**config.mk**
```make
export PLATFORM = sky130hd
export DESIGN_NAME = matrix_mac_controller
export DESIGN_NICKNAME = d
export VERILOG_FILES = /design/src/rtl/matmul_pkg.sv /design/src/rtl/dot8_sum.sv /design/src/rtl/matrix_mac_controller.sv
export SDC_FILE = /design/constraint.sdc
export NUM_CORES = 1
export LEC_CHECK = 0
export ABC_AREA = 1
export CORE_UTILIZATION = 41
export CTS_CLUSTER_SIZE = 20
export DETAILED_ROUTE_END_ITERATION = 10
export MAX_ROUTING_LAYER = met4
export PLACE_DENSITY_LB_ADDON = 0.12
export SLEW_MARGIN = 20
export SYNTH_ARGS = -nofsm -noshare
export SYNTH_HDL_FRONTEND = slang
export SYNTH_SLANG_ARGS = --single-unit
```
**constraint.sdc**
```tcl
create_clock -name clock -period 10.5 [get_ports clock]
set_input_delay 2.1 -clock clock [delete_from_list [all_inputs] [get_ports clock]]
set_output_delay 2.1 -clock clock [all_outputs]
set_load 0.005 [all_outputs]
```
**src/rtl/matmul_pkg.sv**
```systemverilog
`default_nettype none
// ----------------------------------------------------------------------------
// matmul_pkg : shared types and constants for the matrix MAC controller
// Rev 1.0
// ----------------------------------------------------------------------------
package matmul_pkg;

  localparam int N_ROWS        = 128;
  localparam int BEATS_PER_ROW = 16;
  localparam int LANES         = 8;
  localparam int ACC_WIDTH     = 23;
  localparam int ROM_LAT       = 2;

  localparam int ROW_WIDTH     = $clog2(N_ROWS);
  localparam int CHUNK_WIDTH   = $clog2(BEATS_PER_ROW);

  typedef enum logic [1:0] {
    ST_IDLE   = 2'd0,
    ST_ISSUE  = 2'd1,
    ST_DRAIN  = 2'd2,
    ST_FINISH = 2'd3
  } state_t;

  typedef struct packed {
    logic                 first;
    logic                 last;
    logic [ROW_WIDTH-1:0] row;
  } beat_tag_t;

endpackage
`default_nettype wire

```
**src/rtl/dot8_sum.sv**
```systemverilog
`default_nettype none
// ----------------------------------------------------------------------------
// dot8_sum : combinational 8-lane unsigned multiply with a balanced adder tree
// Rev 1.0
// ----------------------------------------------------------------------------
module dot8_sum #(
  parameter int DATA_WIDTH = 8
) (
  input  logic [3:0][DATA_WIDTH-1:0] a_lo,
  input  logic [3:0][DATA_WIDTH-1:0] a_hi,
  input  logic [3:0][DATA_WIDTH-1:0] b_lo,
  input  logic [3:0][DATA_WIDTH-1:0] b_hi,
  output logic [2*DATA_WIDTH+2:0]    sum
);

  localparam int PROD_WIDTH = 2 * DATA_WIDTH;

  logic [7:0][PROD_WIDTH-1:0] prod;
  logic [3:0][PROD_WIDTH:0]   sum_l1;
  logic [1:0][PROD_WIDTH+1:0] sum_l2;

  for (genvar i = 0; i < 4; i++) begin : g_lane
    assign prod[i]     = PROD_WIDTH'(a_lo[i]) * PROD_WIDTH'(b_lo[i]);
    assign prod[i + 4] = PROD_WIDTH'(a_hi[i]) * PROD_WIDTH'(b_hi[i]);
  end

  for (genvar j = 0; j < 4; j++) begin : g_level1
    assign sum_l1[j] = {1'b0, prod[2*j]} + {1'b0, prod[2*j + 1]};
  end

  for (genvar j = 0; j < 2; j++) begin : g_level2
    assign sum_l2[j] = {1'b0, sum_l1[2*j]} + {1'b0, sum_l1[2*j + 1]};
  end

  assign sum = {1'b0, sum_l2[0]} + {1'b0, sum_l2[1]};

endmodule
`default_nettype wire

```
**src/rtl/matrix_mac_controller.sv**
```systemverilog
`default_nettype none
// ----------------------------------------------------------------------------
// matrix_mac_controller : sequences ROM A/B/C reads, accumulates one dot
// product per row and checks it against the ROM C golden word.   Rev 1.0
// ----------------------------------------------------------------------------
module matrix_mac_controller #(
  parameter int DATA_WIDTH = 8,
  parameter int ADDR_WIDTH = 7,
  parameter int ROM_LAT    = 2
) (
  input  logic                             clock,
  input  logic                             reset,
  input  logic                             start,
  output logic [2*ADDR_WIDTH-1:0]          romA_addrA,
  output logic [2*ADDR_WIDTH-1:0]          romA_addrB,
  output logic [ADDR_WIDTH-1:0]            romB_addrA,
  output logic [ADDR_WIDTH-1:0]            romB_addrB,
  output logic [ADDR_WIDTH-1:0]            romC_addrA,
  output logic [ADDR_WIDTH-1:0]            romC_addrB,
  input  logic [3:0][DATA_WIDTH-1:0]       romA_busA_in,
  input  logic [3:0][DATA_WIDTH-1:0]       romA_busB_in,
  input  logic [3:0][DATA_WIDTH-1:0]       romB_busA_in,
  input  logic [3:0][DATA_WIDTH-1:0]       romB_busB_in,
  input  logic [2*DATA_WIDTH-1:0]          romC_dataA_in,
  input  logic [2*DATA_WIDTH-1:0]          romC_dataB_in,
  output logic                             busy,
  output logic                             done,
  output logic                             result_valid,
  output logic [ADDR_WIDTH-1:0]            result_row,
  output logic [2*DATA_WIDTH-1:0]          result_data,
  output logic                             mismatch,
  output logic [7:0]                       error_count,
  output logic                             pass
);

  import matmul_pkg::*;

  localparam int BEAT_WIDTH  = ADDR_WIDTH + CHUNK_WIDTH;
  localparam int DRAIN_WIDTH = $clog2(ROM_LAT + 1);
  localparam int SUM_WIDTH   = 2 * DATA_WIDTH + 3;
  localparam logic [DRAIN_WIDTH-1:0] DRAIN_LAST = DRAIN_WIDTH'(ROM_LAT);

  state_t                   state;
  state_t                   state_next;
  logic [BEAT_WIDTH-1:0]    beat;
  logic [DRAIN_WIDTH-1:0]   drain_cnt;
  logic                     issuing;
  logic [ADDR_WIDTH-1:0]    beat_row;
  logic [CHUNK_WIDTH-1:0]   beat_chunk;

  beat_tag_t                issue_tag;
  beat_tag_t [ROM_LAT-1:0]  tag_pipe;
  logic [ROM_LAT-1:0]       valid_pipe;
  beat_tag_t                data_tag;
  logic                     data_valid;

  logic [SUM_WIDTH-1:0]     beat_sum;
  logic [ACC_WIDTH-1:0]     acc;
  logic [ACC_WIDTH-1:0]     acc_next;
  logic                     row_mismatch;
  logic                     unused_romc_b;

  // Port B of ROM C mirrors port A and carries nothing new.
  assign unused_romc_b = ^romC_dataB_in;

  // ---------------------------------------------------------------- FSM
  always_ff @(posedge clock) begin
    if (reset) begin
      state     <= ST_IDLE;
      beat      <= '0;
      drain_cnt <= '0;
    end else begin
      state     <= state_next;
      beat      <= (state == ST_ISSUE) ? beat + 1'b1 : '0;
      drain_cnt <= (state == ST_DRAIN) ? drain_cnt + 1'b1 : '0;
    end
  end

  always_comb begin
    state_next = state;
    busy       = 1'b0;
    done       = 1'b0;
    case (state)
      ST_IDLE:   if (start) state_next = ST_ISSUE;
      ST_ISSUE: begin
        busy = 1'b1;
        if (beat == '1) state_next = ST_DRAIN;
      end
      ST_DRAIN: begin
        busy = 1'b1;
        if (drain_cnt == DRAIN_LAST) state_next = ST_FINISH;
      end
      ST_FINISH: begin
        done       = 1'b1;
        state_next = ST_IDLE;
      end
      default:   state_next = ST_IDLE;
    endcase
  end

  // ---------------------------------------------------------- addressing
  assign issuing    = (state == ST_ISSUE);
  assign beat_row   = beat[BEAT_WIDTH-1 -: ADDR_WIDTH];
  assign beat_chunk = beat[CHUNK_WIDTH-1:0];

  // Each beat covers 8 consecutive elements: lanes 0-3 on port A, 4-7 on B.
  assign romA_addrA = issuing ? {beat_row, beat_chunk, 3'b000} : '0;
  assign romA_addrB = issuing ? {beat_row, beat_chunk, 3'b100} : '0;
  assign romB_addrA = issuing ? {beat_chunk, 3'b000} : '0;
  assign romB_addrB = issuing ? {beat_chunk, 3'b100} : '0;
  assign romC_addrA = issuing ? beat_row : '0;
  assign romC_addrB = issuing ? beat_row : '0;

  // ------------------------------------------------------- tag pipeline
  assign issue_tag.first = (beat_chunk == '0);
  assign issue_tag.last  = (beat_chunk == '1);
  assign issue_tag.row   = beat_row;

  always_ff @(posedge clock) begin
    if (reset) begin
      valid_pipe <= '0;
      tag_pipe   <= '0;
    end else begin
      valid_pipe[0] <= issuing;
      tag_pipe[0]   <= issue_tag;
      for (int s = 1; s < ROM_LAT; s++) begin
        valid_pipe[s] <= valid_pipe[s-1];
        tag_pipe[s]   <= tag_pipe[s-1];
      end
    end
  end

  assign data_valid = valid_pipe[ROM_LAT-1];
  assign data_tag   = tag_pipe[ROM_LAT-1];

  // ---------------------------------------------------------- datapath
  dot8_sum #(
    .DATA_WIDTH (DATA_WIDTH)
  ) u_dot8_sum (
    .a_lo (romA_busA_in),
    .a_hi (romA_busB_in),
    .b_lo (romB_busA_in),
    .b_hi (romB_busB_in),
    .sum  (beat_sum)
  );

  assign acc_next     = data_tag.first ? ACC_WIDTH'(beat_sum)
                                       : acc + ACC_WIDTH'(beat_sum);
  assign row_mismatch = (acc_next[2*DATA_WIDTH-1:0] != romC_dataA_in);

  always_ff @(posedge clock) begin
    if (reset) begin
      acc          <= '0;
      result_valid <= 1'b0;
      result_row   <= '0;
      result_data  <= '0;
      mismatch     <= 1'b0;
      error_count  <= '0;
      pass         <= 1'b0;
    end else begin
      result_valid <= 1'b0;
      mismatch     <= 1'b0;
      if (state == ST_IDLE && start) begin
        error_count <= '0;
        pass        <= 1'b0;
      end
      if (data_valid) begin
        acc <= acc_next;
        if (data_tag.last) begin
          result_valid <= 1'b1;
          result_row   <= data_tag.row;
          result_data  <= acc_next[2*DATA_WIDTH-1:0];
          mismatch     <= row_mismatch;
          if (row_mismatch && error_count != 8'hFF) begin
            error_count <= error_count + 8'd1;
          end
        end
      end
      // Last row result has landed by the final drain cycle.
      if (state == ST_DRAIN && state_next == ST_FINISH) begin
        pass <= (error_count == 8'd0);
      end
    end
  end

endmodule
`default_nettype wire

```
==> results of run 1 <==
-- registers in the layout (all words and copies together), names as in the netlist --
register and cells:
mismatch 1, result_valid 1, data_tag 9, valid_pipe 2, beat 11, error_count 8
acc 16, result_row 7, drain_cnt 2, result_data 16, tag_pipe 9, state 2
pass 1
-- routing by layer --
| metal | vias up | global-route usage | share of wire |
|---|---|---|---|
| met4 | 0 | 0.0482 | 0.019 |
| li1 | 9260 | - | - |
| met1 | 9171 | 0.315 | 0.45 |
| met2 | 288 | 0.411 | 0.50 |
| met5 | - | - | 0 |
| met3 | 60 | 0.0238 | 0.032 |
-- layout make-up --
cell class / instances / area, um2 / area share
clock buffers: 9 / 225 / 0.00775
diodes: 3 / 7.51 / 0.000258
repair buffers: 567 / 4650 / 0.160
well taps: 748 / 936 / 0.0322
flip-flops and latches: 85 / 1700 / 0.0585
multi-input cells: 1872 / 18300 / 0.630
inverters: 841 / 3160 / 0.109
clock inverters: 7 / 91.3 / 0.00314
-- through the flow --
step / worst slack, ps / cell area [um2] / utilization / setup TNS (ps) / hold WS (ps)
2_1_floorplan: 31.9 / 23100 / - / 0 / 388
3_3_place_gp: -1260 / 27600 / 0.499 / -17790 / 392
3_5_place_dp: -1350 / 27600 / 0.499 / -18760 / 394
4_1_cts: 2.07 / 28800 / 0.521 / 0 / 407
5_1_grt: -273 / 29100 / 0.526 / -2000 / 432
6_report: 86.2 / 29100 / 0.526 / 0 / 406
-- critical path: cells and delay by family --
family,cells,cell delay (ps)
XOR/XNOR,1,160
adder cells (fa/ha/maj),12,5810
buffers and inverters,8,750
AND/OR/NAND/NOR,20,1860
-- final timing paths --
kind                          start                   endpoint  slack [ps]  cells past startpoint
max                romB_busA_in[13]  error_count[2]$_SDFF_PP0_          90                     41
min          tag_pipe[6]$_SDFF_PP0_     data_tag[6]$_SDFF_PP0_         410                      2
max reg2reg     acc[0]$_SDFFE_PP0P_  error_count[2]$_SDFF_PP0_        7230                     22
min reg2reg  tag_pipe[6]$_SDFF_PP0_     data_tag[6]$_SDFF_PP0_         410                      2
-- cell usage in the layout (no fill, tap or decap), drive strengths merged --
cell type / instances
or2: 2
clkbuf: 52
a21o: 3
fa: 460
conb: 10
o21bai: 1
o31ai: 2
inv: 840
xnor2: 8
nand3: 92
and2: 1
dfxtp: 85
nand4: 19
nor4: 2
diode: 3
dlymetal6s2s: 1
clkinv: 8
xor2: 18
clkdlybuf4s50: 101
a21boi: 2
nand3b: 12
a211oi: 1
o21ai: 51
clkdlybuf4s15: 18
o21a: 2
nor3: 15
buf: 399
nor2: 117
a31oi: 1
nand2: 763
o211ai: 11
dlygate4sd2: 5
a21oi: 39
ha: 240
-- logic make-up after synthesis --
logic type | synth area share
flip-flops | 0.0738
AO/OA/AOI/OAI | 0.0282
AND/OR/NAND/NOR | 0.181
XOR/XNOR | 0.0102
adder cells (fa/ha/maj) | 0.530
buffers and inverters | 0.177
other | 0.000163
-- what timing repair did --
item | in CTS | in global routing
endpoints found under the setup margin | 21 | 12
setup buffers | 39 | 12
pin swaps | 163 | 196
gates resized for setup | 512 | 278
==> impl_metrics.yaml, run 1 <==
run_status:
  status: "complete, no violations"
die:
  initial_core_util: 0.417
  io_pins: 255
  fp.coreArea_um2: 55300
  die_area_um2: 57200
  dieWidth_um: 239
  die_h_um: 239
  fp-row-count: 86
final_layout:
  nets: 4239
  areaGrowthSynthToFinish_pct: 26.1
  layout-drive-gt1-share: 0.213
  stdcell_count: 4132
  fillers: 5445
min_path:
  min_path_type: "reg -> reg"
logic_synthesis:
  synthCells: 2982
  yosys-top-cells-count: "inv_1, nand2_1, fa_1, ha_1, clkbuf_1"
  avgSynthCellArea_um2: 7.73
  ys_dominant_reg_cell: "dfxtp_1"
  yosys.area.top_type: "fa_1"
  synth_enable_flop_cells: 0
  synth.most_common_cell: "inv_1"
  ys_types: 44
  synth.top_cells.by_area: "fa_1, inv_1, ha_1"
  ys_ff_latch: 85
  ys_seq_area_frac: 0.0738
  synth_top_area_frac: 0.399
  synth_area_um2: 23100
  yosys_warnings: 0
  synthArstFlopShare: 0
sta:
  rsz0062_at_grt: "true"
  slew_viol_final: 0
  worstMarginPinSlew_ps: 973
  fmax_mhz: 96.0
  finalSetupViolCount: 0
  hold_viol: 0
  fin_crit_sh: 0.992
  clock-skew-final_ps: 6.19
  fin_crit_ps: 10410
  relSlewSlack: 0.347
critical_path:
  cp.required_ps: 10810
  path_max_fanout: 7
  critPathKind: "in -> reg"
  worstPathArrival_ps: 10720
  cpPeakStageDelay_ps: 610
  critPathMostFrequentCell: "fa_1"
  cp-start-kind: "input port"
  worstSetupEndpointType: "register"
  critPathSlowestCell: "fa_2"
clock_network:
  cts_tree: "yes"
  cts_buffer_depth: 2
  numCtsBuffers: 9
  cts.sinks: 85
  path_clk_slew_ps: 70
  clkLatencyLatePin_ps: 370
  cts_root_buffer: "clkbuf_16"
  cts-htree-levels: 3
  cts_hold_buf: 0
routing:
  wl_per_cell_um: 15.5
  ant_nets: 0
  dr.first_iter.drc_count: 812
  firstDrtPassIters: 5
  vias: 18779
  drc: 0
  drt-total-wl_mm: 64.1
  avgViaCountPerCell: 4.54
global_routing:
  grt_pass1_wl_mm: 104
  antenna_found_initial: 2
  grt_pass1_vias: 20094
  grt_usage: 0.242
  grt_max_degree: 39
  gr-total-overflow: 0
flow_run:
  cap_violations: 0
placement:
  dp_cells: 4064
  port-buffer-count: 228
  gp_congestion: 0.913
  dpl.hpwl_mm: 57.9
Power of run 1 is left out: the tool's default activity adds up to more than one toggle a clock period on the data nets, which glitch-free logic cannot reach.
==> run 2: changes to the inputs <==
SLEW_MARGIN = default   (was 20)
==> run 2 against run 1 <==
Setup slack worse by 8.1 ps. First-iteration DRC count rose by 0.62%. Global-route usage is the same. Largest cell class unchanged. Non-clock buffer count is the same. Flip-flop and latch count stayed put. Die area stayed put.
==> impl_metrics.yaml, run 2 (same netlist as run 1, synthesis figures left out) <==
run_status:
  status: "complete, no violations"
routing:
  ant_nets: 0
  firstDrtPassIters: 5
  vias: 18810
  drc: 0
  dr.first_iter.drc_count: 817
  avgViaCountPerCell: 4.55
  wl_per_cell_um: 15.5
  drt-total-wl_mm: 64.2
clock_network:
  path_clk_slew_ps: 70
  cts.sinks: 85
  cts_tree: "yes"
  clkLatencyLatePin_ps: 370
  cts_buffer_depth: 2
  cts_root_buffer: "clkbuf_16"
  cts_hold_buf: 0
  numCtsBuffers: 9
  cts-htree-levels: 3
critical_path:
  reg2reg_depth: 22
  worstSetupEndpointType: "register"
  worstPathArrival_ps: 10730
  critPathSlowestCell: "fa_2"
  critPathMostFrequentCell: "fa_1"
  rrSetupSlack_ps: 7220
  r2r_start: "acc[0]$_SDFFE_PP0P_"
  rr_endpoint: "error_count[2]$_SDFF_PP0_"
  path_max_fanout: 7
  cpPeakStageDelay_ps: 610
  cp.required_ps: 10810
  critPathKind: "in -> reg"
  cp-start-kind: "input port"
sta:
  fin_crit_sh: 0.993
  relSlewSlack: 0.290
  rsz0062_at_grt: "true"
  final.setup.worst_slack_ps: 78.2
  finalSetupViolCount: 0
  hold_viol: 0
  fmax_mhz: 96.0
  fin_crit_ps: 10420
  slew_viol_final: 0
  clock-skew-final_ps: 6.10
  worstMarginPinSlew_ps: 1060
  whs_ps: 406
flow_run:
  cap_violations: 0
die:
  initial_core_util: 0.417
  fp.coreArea_um2: 55300
  die_h_um: 239
  io_pins: 255
  die_area_um2: 57200
  dieWidth_um: 239
  fp-row-count: 86
global_routing:
  antenna_found_initial: 2
  grt_pass1_vias: 20094
  grt_usage: 0.242
  grt_max_degree: 39
  grt_pass1_wl_mm: 104
  gr-total-overflow: 0
placement:
  port-buffer-count: 228
  gp_congestion: 0.913
  dpl.hpwl_mm: 57.9
  place_worst_setup_slack_ps: -1350
min_path:
  min_path_type: "reg -> reg"
  hold_depth: 2
  min_from: "valid_pipe[0]$_SDFF_PP0_"
  hold_end: "valid_pipe[1]$_SDFF_PP0_"
final_layout:
  reg_top3: "acc (16), result_data (16), beat (11)"
  finish.utilization: 0.526
  fillers: 5446
  areaGrowthSynthToFinish_pct: 26.1
  final_common_cell: "inv_1"
  layout-drive-gt1-share: 0.213
  layout_common_cells: "inv_1, nand2_1, fa_1"
  nets: 4239
run 2: worst max-delay path by stage:
stage,from,to,depth (start not counted),slack (ps)
finish,romB_busA_in[13],error_count[2]$_SDFF_PP0_,41,80
global route,romA_busB_in[3],error_count[2]$_SDFF_PP0_,48,-270
CTS,romA_busB_in[1],error_count[3]$_SDFF_PP0_,43,2
detailed placement,romA_busA_in[8],error_count[0]$_SDFF_PP0_,42,-1350
global placement,romA_busA_in[8],error_count[0]$_SDFF_PP0_,42,-1260
floorplan,romA_busA_in[10],error_count[5]$_SDFF_PP0_,39,30
run 2: cell type report:
cell class / instances / area [um2] / share of cell area
sequential: 85 / 1700 / 0.0585
clock buffer: 9 / 225 / 0.00775
inverter: 841 / 3160 / 0.109
antenna: 2 / 5.00 / 0.000172
multi-input combinational: 1872 / 18300 / 0.630
timing repair buffer: 567 / 4650 / 0.160
clock inverter: 7 / 91.3 / 0.00314
tap: 748 / 936 / 0.0322
run 2: through the flow:
| stage | instances | cell area, um2 | setup TNS, ps |
|---|---|---|---|
| 6_report | 4131 | 29100 | 0 |
| 5_1_grt | 4130 | 29100 | -2000 |
| 4_1_cts | 4118 | 28800 | 0 |
| 3_5_place_dp | 4064 | 27600 | -18760 |
| 3_3_place_gp | 4064 | 27600 | -17790 |
| 2_1_floorplan | 2991 | 23100 | 0 |
run 2: timing repair:
| item | CTS | global route |
|---|---|---|
| pin swaps | 163 | 198 |
| resized for setup | 512 | 278 |
| hold endpoints to repair | 0 | 0 |
| setup endpoints to repair | 21 | 12 |
| buffers inserted | 39 | 12 |
run 2: critical path: cells and delay by family:
kind,cells,cell delay [ps]
buf+inv,8,750
xor+xnor,1,160
fa+ha+maj,12,5810
simple gates,20,1860
run 2: layer usage:
| layer | share of wire | track usage | routed length (um) |
|---|---|---|---|
| met5 | 0 | - | 0 |
| met2 | 0.50 | 0.411 | 32000 |
| met1 | 0.45 | 0.315 | 29100 |
| met3 | 0.030 | 0.0238 | 1940 |
| met4 | 0.019 | 0.0482 | 1230 |
Power of run 2 is left out for the same reason.
==> run 3: changes to the inputs <==
CELL_PAD_IN_SITES_DETAIL_PLACEMENT = 1   (was default)
CELL_PAD_IN_SITES_GLOBAL_PLACEMENT = 2   (was default)
CORE_UTILIZATION = 32   (was 41)
GPL_TIMING_DRIVEN = 0   (was default)
SETUP_SLACK_MARGIN = 0.05   (was default)
==> run 3 against run 2 <==
The run now ends with setup timing left. Non-clock buffer count is 232 lower. Design area is 6.5% lower. Clock-buffer cell count rose by 1. Utilization decreased by 14 points. Setup slack got worse by 160 ps. Sequential share of layout area rose by 0.41 points. First-iteration DRC count decreased by 38%. Register-to-register slack worse by 150 ps. Critical path type unchanged.
==> impl_metrics.yaml, run 3 (same netlist as run 1, synthesis figures left out) <==
critical_path:
  rrSetupSlack_ps: 7070
  critPathMostFrequentCell: "fa_1"
  path_max_fanout: 8
  cp.required_ps: 10770
  worstSetupEndpointType: "register"
  cp-start-kind: "input port"
  critPathKind: "in -> reg"
  cpPeakStageDelay_ps: 630
  path_delay_family: "adder cells"
  worstPathArrival_ps: 10850
  critPathSlowestCell: "fa_2"
  crit_buf_inv: 6
routing:
  drc: 0
  wl_met1_mm: 33.5
  dr.first_iter.drc_count: 509
  drt-total-wl_mm: 70.8
  met2WireLength_mm: 35.2
  avgViaCountPerCell: 4.43
  firstDrtPassIters: 5
  wl_per_cell_um: 17.2
  wl_met3_mm: 1.42
  top_layer: "met4"
  vias: 18197
  ant_nets: 0
placement:
  dpl.hpwl_mm: 64.0
  gp_congestion: 0.862
  placed_cell_area_um2: 25300
  port-buffer-count: 100
global_routing:
  grt_pass1_vias: 20326
  grt_max_degree: 17
  grt_pass1_wl_mm: 113
  antenna_found_initial: 6
  grt_usage: 0.204
  gr-total-overflow: 0
clock_network:
  cts.sinks: 85
  cts_tree: "yes"
  path_clk_slew_ps: 70
  clkLatencyLatePin_ps: 380
  cts_buffer_depth: 2
  numCtsBuffers: 9
  cts_hold_buf: 0
  cts-htree-levels: 3
  cts_root_buffer: "clkbuf_16"
die:
  die_h_um: 270
  initial_core_util: 0.323
  io_pins: 255
  die_area_um2: 73100
  dieWidth_um: 270
  fp.coreArea_um2: 71400
  fp-row-count: 98
sta:
  slew_viol_final: 0
  worstMarginPinSlew_ps: 972
  hold_viol: 0
  whs_ps: 407
  clock-skew-final_ps: 8.54
  final.setup.worst_slack_ps: -83.3
  fin_crit_ps: 10580
  fin_crit_sh: 1.01
  fmax_mhz: 94.5
  rsz0062_at_grt: "true"
  relSlewSlack: 0.352
  finalSetupViolCount: 5
final_layout:
  areaGrowthSynthToFinish_pct: 17.9
  nets: 4007
  final_common_cell: "inv_1"
  layout-drive-gt1-share: 0.124
  layout_common_cells: "inv_1, nand2_1, fa_1"
  final_area_um2: 27200
  reg_top3: "acc (16), result_data (16), beat (11)"
  fillers: 8664
min_path:
  min_path_type: "reg -> reg"
flow_run:
  cap_violations: 0
run_status:
  status: "complete, but fails checks"
  violations: "setup timing"
## run 3: cell count changes in the layout (fill, tap and decap cells not counted), moves of 11 or more
| cell | delta |
|---|---|
| buf_4 | -211 |
| buf_6 | -38 |
| nand2_1 | +35 |
| fa_1 | +32 |
| fa_2 | -32 |
| clkbuf_4 | +31 |
| nand2_2 | -30 |
| buf_2 | -23 |
| clkbuf_1 | +18 |
| inv_1 | +15 |
| inv_2 | -15 |
| clkdlybuf4s15_2 | -14 |
| ha_4 | -11 |
## run 3: repair_timing
item | 4_1_cts | 5_1_grt
resized for setup | 255 | 197
pin swaps | 52 | 78
endpoints found under the setup margin | 23 | 14
hold endpoints to repair | 0 | 0
buffers inserted | 32 | 16
gates cloned | 1 | 0
## run 3: layout make-up
| class | count | area, um2 | area share |
|---|---|---|---|
| plain buffers | 193 | 1470 | 0.0542 |
| clock buffers | 10 | 239 | 0.00879 |
| multi-input cells | 1872 | 18000 | 0.661 |
| well taps | 950 | 1190 | 0.0437 |
| diodes | 6 | 15.0 | 0.000552 |
| clock inverters | 6 | 78.8 | 0.00290 |
| flip-flops and latches | 85 | 1700 | 0.0626 |
| inverters | 841 | 3160 | 0.116 |
| repair buffers | 142 | 1350 | 0.0496 |
## run 3: final timing paths
path / start / endpoint / depth (start not counted)
min: tag_pipe[2]$_SDFF_PP0_ / data_tag[2]$_SDFF_PP0_ / 2
max: romA_busA_in[23] / error_count[5]$_SDFF_PP0_ / 39
max reg2reg: acc[0]$_SDFFE_PP0P_ / error_count[5]$_SDFF_PP0_ / 20
min reg2reg: tag_pipe[2]$_SDFF_PP0_ / data_tag[2]$_SDFF_PP0_ / 2
## run 3: layer usage
metal,up-vias,track usage
met1,9224,0.271
met5,-,-
li1,8796,-
met4,0,0.0211
met3,31,0.0209
met2,146,0.347
## run 3: metrics by stage
stage | setup TNS (ps) | setup slack [ps] | util | instances
2_1_floorplan | 0 | 83.8 | - | 2991
3_3_place_gp | -19530 | -1490 | 0.354 | 4041
3_5_place_dp | -21040 | -1530 | 0.354 | 4041
4_1_cts | -1740 | -194 | 0.372 | 4087
5_1_grt | -3360 | -439 | 0.381 | 4104
6_report | -191 | -83.3 | 0.381 | 4105
## run 3: worst register-to-register path: stages (launching register included)
cell and delay (ps):
dfxtp_1 350, ha_1 250, inv_1 90, fa_1 460, o21ai_1 370, xor2_1 120
inv_1 70, nand2_1 50, nor2_1 110, nand3_1 110, nor2_1 110, nand3_1 100
nor2_2 140, nand4_1 170, nor2_2 200, nand3_4 170, buf_6 200, nand3_2 60
nand2_1 60, nor2_1 90, nor2_1 50
Power of run 3 is left out for the same reason.
